**config.mk**
```make
export PLATFORM = sky130hd
export DESIGN_NAME = systolic_ctrl
export DESIGN_NICKNAME = d
export VERILOG_FILES = /design/src/rtl/systolic_pkg.sv /design/src/rtl/systolic_deskew.sv /design/src/rtl/systolic_ctrl.sv
export SDC_FILE = /design/constraint.sdc
export NUM_CORES = 1
export LEC_CHECK = 0
export BUFFER_PORTS_ARGS = -buffer_cell sky130_fd_sc_hd__buf_2
export CORE_ASPECT_RATIO = 1.75
export CORE_MARGIN = 3
export CORE_UTILIZATION = 49
export CTS_BUF_LIST = sky130_fd_sc_hd__clkbuf_8
export CTS_CLUSTER_DIAMETER = 60
export DETAILED_ROUTE_END_ITERATION = 12
export PLACE_DENSITY = 0.83
export SKIP_LAST_GASP = 1
export SYNTH_ARGS = -nofsm -noshare
export SYNTH_HDL_FRONTEND = slang
export SYNTH_HIERARCHICAL = 1
export SYNTH_SLANG_ARGS = --single-unit
```
**constraint.sdc**
```tcl
create_clock -name clk -period 2.9 [get_ports clk]
set_clock_uncertainty 0.05 [all_clocks]
set_input_delay 0 -clock clk [delete_from_list [all_inputs] [get_ports clk]]
set_output_delay 0 -clock clk [all_outputs]
set_load 0.01 [all_outputs]
```
**src/rtl/systolic_pkg.sv**
```systemverilog
// rtl/systolic_pkg.sv - shared types and defaults for the 2x2 systolic array controller
package systolic_pkg;

    localparam int DATA_W_DEF   = 16;
    localparam int MAX_ROWS_DEF = 16;

    typedef enum logic [2:0] {
        S_IDLE,
        S_LOAD_W1,
        S_LOAD_W0,
        S_SWITCH,
        S_STREAM,
        S_DRAIN,
        S_DONE
    } state_t;

endpackage

```
**src/rtl/systolic_deskew.sv**
```systemverilog
// rtl/systolic_deskew.sv - realigns the skewed column results of the array into one output row
module systolic_deskew
    import systolic_pkg::*;
#(
    parameter int DATA_W = DATA_W_DEF
) (
    input  logic              clk,
    input  logic              rst,
    input  logic              i_en,
    input  logic [DATA_W-1:0] i_data_21,
    input  logic              i_valid_21,
    input  logic [DATA_W-1:0] i_data_22,
    input  logic              i_valid_22,
    output logic              o_valid,
    output logic [DATA_W-1:0] o_data_0,
    output logic [DATA_W-1:0] o_data_1
);

    logic [DATA_W-1:0] r_data_21;

    // Column 1 finishes one cycle ahead of column 2, so hold it until column 2 lands.
    always_ff @(posedge clk or negedge rst) begin
        if (!rst) begin
            r_data_21 <= '0;
        end else if (i_valid_21) begin
            r_data_21 <= i_data_21;
        end
    end

    assign o_valid  = i_en & i_valid_22;
    assign o_data_0 = o_valid ? r_data_21 : '0;
    assign o_data_1 = o_valid ? i_data_22 : '0;

endmodule

```
**src/rtl/systolic_ctrl.sv**
```systemverilog
// rtl/systolic_ctrl.sv - job sequencer for a 2x2 weight-stationary systolic array
module systolic_ctrl
    import systolic_pkg::*;
#(
    parameter  int DATA_W   = DATA_W_DEF,
    parameter  int MAX_ROWS = MAX_ROWS_DEF,
    localparam int CNT_W    = $clog2(MAX_ROWS + 1)
) (
    input  logic              clk,
    input  logic              rst,
    input  logic              start,
    input  logic [CNT_W-1:0]  num_rows,
    input  logic [DATA_W-1:0] w11,
    input  logic [DATA_W-1:0] w12,
    input  logic [DATA_W-1:0] w21,
    input  logic [DATA_W-1:0] w22,
    input  logic              in_valid,
    output logic              in_ready,
    input  logic [DATA_W-1:0] in_data_0,
    input  logic [DATA_W-1:0] in_data_1,
    output logic              sys_start,
    output logic              sys_switch_in,
    output logic              sys_accept_w_in,
    output logic [DATA_W-1:0] sys_data_in_11,
    output logic [DATA_W-1:0] sys_data_in_12,
    output logic [DATA_W-1:0] sys_weight_in_11,
    output logic [DATA_W-1:0] sys_weight_in_12,
    input  logic [DATA_W-1:0] sys_data_out_21,
    input  logic [DATA_W-1:0] sys_data_out_22,
    input  logic              sys_valid_out_21,
    input  logic              sys_valid_out_22,
    output logic              out_valid,
    output logic [DATA_W-1:0] out_data_0,
    output logic [DATA_W-1:0] out_data_1,
    output logic              busy,
    output logic              done
);

    localparam logic [CNT_W-1:0] ONE     = CNT_W'(1);
    localparam logic [CNT_W-1:0] MAX_CNT = CNT_W'(MAX_ROWS);

    state_t            r_state;
    state_t            w_state_nxt;
    logic [CNT_W-1:0]  r_num_rows;
    logic [CNT_W-1:0]  r_rows_sent;
    logic [CNT_W-1:0]  r_rows_recv;
    logic [DATA_W-1:0] r_w11, r_w12, r_w21, r_w22;
    logic [DATA_W-1:0] r_skew;

    logic [CNT_W-1:0]  w_rows_sat;
    logic [CNT_W-1:0]  w_sent_inc;
    logic [CNT_W-1:0]  w_recv_nxt;
    logic              w_can_take;
    logic              w_xfer;
    logic              w_collect;

    assign w_rows_sat = (num_rows > MAX_CNT) ? MAX_CNT : num_rows;
    assign w_sent_inc = r_rows_sent + ONE;
    assign w_recv_nxt = out_valid ? (r_rows_recv + ONE) : r_rows_recv;
    assign w_can_take = (r_state == S_STREAM) && (r_rows_sent < r_num_rows);
    assign w_xfer     = w_can_take & in_valid;
    assign w_collect  = (r_state == S_STREAM) || (r_state == S_DRAIN);

    assign in_ready       = w_can_take;
    assign sys_start      = w_xfer;
    assign sys_data_in_11 = w_xfer ? in_data_0 : '0;
    assign sys_data_in_12 = r_skew;
    assign busy           = (r_state != S_IDLE);

    always_ff @(posedge clk or negedge rst) begin
        if (!rst) begin
            r_state     <= S_IDLE;
            r_num_rows  <= '0;
            r_rows_sent <= '0;
            r_rows_recv <= '0;
            r_w11       <= '0;
            r_w12       <= '0;
            r_w21       <= '0;
            r_w22       <= '0;
            r_skew      <= '0;
        end else begin
            r_state <= w_state_nxt;
            // Column 2 of the array sees its element one cycle after column 1.
            r_skew  <= w_xfer ? in_data_1 : '0;
            if (r_state == S_IDLE && start) begin
                r_num_rows  <= w_rows_sat;
                r_w11       <= w11;
                r_w12       <= w12;
                r_w21       <= w21;
                r_w22       <= w22;
                r_rows_sent <= '0;
                r_rows_recv <= '0;
            end else begin
                if (w_xfer) begin
                    r_rows_sent <= w_sent_inc;
                end
                r_rows_recv <= w_recv_nxt;
            end
        end
    end

    always_comb begin
        w_state_nxt      = r_state;
        sys_switch_in    = 1'b0;
        sys_accept_w_in  = 1'b0;
        sys_weight_in_11 = '0;
        sys_weight_in_12 = '0;
        done             = 1'b0;
        case (r_state)
            S_IDLE: begin
                if (start) w_state_nxt = S_LOAD_W1;
            end
            // Bottom row goes in first so it is shifted down by the second load.
            S_LOAD_W1: begin
                sys_accept_w_in  = 1'b1;
                sys_weight_in_11 = r_w21;
                sys_weight_in_12 = r_w22;
                w_state_nxt      = S_LOAD_W0;
            end
            S_LOAD_W0: begin
                sys_accept_w_in  = 1'b1;
                sys_weight_in_11 = r_w11;
                sys_weight_in_12 = r_w12;
                w_state_nxt      = S_SWITCH;
            end
            S_SWITCH: begin
                sys_switch_in = 1'b1;
                w_state_nxt   = (r_num_rows == '0) ? S_DONE : S_STREAM;
            end
            S_STREAM: begin
                if (w_xfer && (w_sent_inc == r_num_rows)) w_state_nxt = S_DRAIN;
            end
            S_DRAIN: begin
                if (w_recv_nxt == r_num_rows) w_state_nxt = S_DONE;
            end
            S_DONE: begin
                done        = 1'b1;
                w_state_nxt = S_IDLE;
            end
            default: w_state_nxt = S_IDLE;
        endcase
    end

    systolic_deskew #(
        .DATA_W (DATA_W)
    ) u_deskew (
        .clk        (clk),
        .rst        (rst),
        .i_en       (w_collect),
        .i_data_21  (sys_data_out_21),
        .i_valid_21 (sys_valid_out_21),
        .i_data_22  (sys_data_out_22),
        .i_valid_22 (sys_valid_out_22),
        .o_valid    (out_valid),
        .o_data_0   (out_data_0),
        .o_data_1   (out_data_1)
    );

endmodule

```
==> run metrics <==
synthesized cell area=approximately 5400 µm²; post-synth top area cell=dfrtp_1; RSZ-0062 raised after global routing=false; Post-Route Setup TNS=0 ns; CP Cell Sequence=inv_1 > ha_1 > or4b_1 > a21oi_1 > and3_1 > buf_4 > and2_1 > buf_2; ys flop type=dfrtp_1; io pins=between 200 and 250; clock slew seen by the registers of the worst setup and hold paths=around 0.070 ns; GRT Resource Usage Total=0.295; # nets final=1041; Final Non-Filler Cells=between 1000 and 1500; Placeable Area=around 10000 µm²; Hold EP=u_deskew/r_data_21[6]; Commonest cells post-synth=200 x nand2_1, 114 x dfrtp_1, 35 x and2_1, 35 x and3_1, 33 x a22o_1; layout cell share with drive strength beyond 1=0.331; GPL Wtd Cong=between 0.8 and 0.9; fmax=378 MHz; Worst R2R Start=r_state[0]; Setup Fix Bufs, Post-CTS=0; Post-Syn Instances=559; highest-delay cell along the critical path=or4b_1; Routed WL per cell=17.1 µm; Worst EP required=about 2.9 ns; crit path DAT=about 2.6 ns; sequential fraction of the synthesis area=0.533; end of the worst register-to-register path=r_num_rows[0]; clk sink count=about 110; via count=between 5000 and 6000; Pwr Total=6.20 mW; syn nets=just over 700; number of global-route vias before repair=5883; Worst Hold Class=input pin to flop; die width=85.0 µm; CTS Root Cell=clkbuf_8; Pre-antenna DRT Iters=6; Leak Pwr=between 4 and 5 nW; wire length on met3=around 1.3 mm; Yosys reg bits=114; critical path class=flop to output pin; Max stage delay on crit path=around 0.48 ns; Ys Warns=6; Peak supply drop=approximately 0.0005 V; Final period util=0.913; status=completed; Mapped Avg Cell Area=9.58 µm²; row cnt=between 40 and 50; CP Max Fanout=41; Synth-to-Final Area Change=50.5%; CP Capture Type=output pin; largest net degree at the start of global routing=70; count leader, synth=nand2_1; uppermost layer routed=met4; Die Footprint=approximately 12000 µm²; Startpoint Class=flop; CTS Buf Count=17; WHS Path Cells=2; CTS tree=yes; H-tree levels=4; R2R cell count=6; first-pass GRT wire length=28.4 mm; CTS Buffer Depth=2; # placed instances=~900; port buffer count=about 240; Slew headroom=0.508; Area contributors post-synth=dfrtp_1 53%, nand2_1 14%, a22o_1 5.4%; final count of hold timing violations=0; die height=144 µm; final WL=17.7 mm; met1 WL=about 6.5 mm; Synth top area share=0.533; FF-to-FF setup slack=0.27 ns; clk_lat worst skew=0.41 ns; minimum clock period=approximately 2.6 ns; ys async rst share=1.00; grt total ovfl=0; vias per inst=roughly 5.2; drc violations=0; final setup fails=0; pwr dens=just under 800 nW/µm²; EDFF count, synth=0; drt initial violations=277; slew at the pin closest to its max-slew limit=~0.74 ns; met2 wire len=between 9 and 10 mm; max_cap viols=0; max-slew violation count=0; Final HPWL DP=about 11 mm; antenna violations before repair=0; min-delay src=sys_valid_out_21; starting density of the core=0.511; synth unique cells=just over 40; Final ANT Viol Nets=0
timing repair:
item	4_1_cts	5_1_grt
endpoints found under the hold margin	159	0
hold buffers	108	0
setup endpoints to repair	0	1
resized for setup	0	1
layer usage:
| metal | up-vias | global-route usage |
|---|---|---|
| li1 | 2508 | - |
| met5 | - | 0 |
| met1 | 2553 | 0.322 |
| met3 | 49 | 0.0855 |
| met4 | 0 | 0.111 |
| met2 | 272 | 0.534 |
critical path, delay by kind of cell, from the launching register on:
kind,cells,cell delay (ns)
buffers and inverters,3,0.54
flip-flops,1,0.40
AO/OA/AOI/OAI,1,0.19
adder cells (fa/ha/maj),1,0.19
AND/OR/NAND/NOR,3,0.87
through the flow:
| step | area [µm²] | setup slack [ns] | utilization | hold slack [ns] |
|---|---|---|---|---|
| after detailed placement | 6640 | 0.509 | 0.633 | 0.0462 |
| after CTS | 8050 | 0.199 | 0.768 | 0.0390 |
| after global routing | 8060 | 0.0636 | 0.768 | 0.0569 |
| after floorplan | 5360 | 0.229 | - | -0.346 |
| after global placement | 6640 | 0.648 | 0.633 | 0.0339 |
| final | 8060 | 0.252 | 0.769 | 0.0714 |
where the power goes:
group | switching (mW) | internal (mW)
registers | 0.386 | 2.12
logic | 1.35 | 1.07
clock network | 0.629 | 0.650
flip-flops by register name (all words and copies together) (netlist names):
name	flops
r_w11	16
r_w12	16
r_w21	16
r_w22	16
sys_data_in_12	16
u_deskew/r_data_21	16
r_num_rows	5
r_rows_recv	5
r_rows_sent	5
r_state	3
cell type report:
| type | instances | area (µm²) |
|---|---|---|
| sequential | 114 | 2850 |
| fill | 632 | 2430 |
| timing repair buffer | 356 | 2370 |
| multi-input combinational | 399 | 2320 |
| clock buffer | 17 | 234 |
| tap | 127 | 159 |
| clock inverter | 13 | 98.8 |
| inverter | 7 | 26.3 |
| antenna | 1 | 2.50 |
how the worst max path moves through the flow:
stage / startpoint / endpoint / cells after the start
after CTS: r_state[0] / r_num_rows[0] / 6
after global routing: r_num_rows[4] / sys_data_in_11[15] / 8
after global placement: r_state[2] / r_state[0] / 7
after floorplan: r_state[2] / r_state[0] / 10
final: r_num_rows[4] / sys_data_in_11[15] / 8
after detailed placement: r_state[2] / r_state[0] / 7
cells in the final DEF, fill, tap and decap left out, types with 2 or more instances in the layout:
cell,netlist,final
buf_2,3,240
nand2_1,200,199
dfrtp_1,114,114
dlygate4sd3_1,0,108
and3_1,35,35
and2_1,35,34
a22o_1,33,33
clkbuf_8,0,17
xnor2_1,11,11
mux2_4,10,10
inv_1,7,8
nor2_1,7,7
o21ai_0,7,7
mux2_2,7,7
ha_1,7,7
clkinv_2,0,7
xor2_1,6,6
buf_4,1,6
nand3b_1,5,5
nor2b_1,4,4
nand3_1,4,4
clkinvlp_4,0,4
nor3b_2,0,2
and3b_1,2,2
nand4_1,2,2
mux2i_1,2,2
or4b_1,2,2
a21oi_1,2,2
nor3_1,3,2
nor4_1,2,2
buf_12,1,2
kinds of logic (layout without fill, tap and decap cells):
family | count (synthesis) | in the layout | synth area share
and+or+nand+nor | 305 | 305 | 0.262
DFF | 114 | 114 | 0.533
AOI/OAI and AO/OA | 51 | 51 | 0.0766
buffers and inverters | 46 | 393 | 0.0381
muxes | 19 | 19 | 0.0465
xor gates and xnor gates | 17 | 17 | 0.0278
adders and majority gates | 7 | 7 | 0.0164
other | 0 | 1 | 0
(Power assumes the default switching activity.)
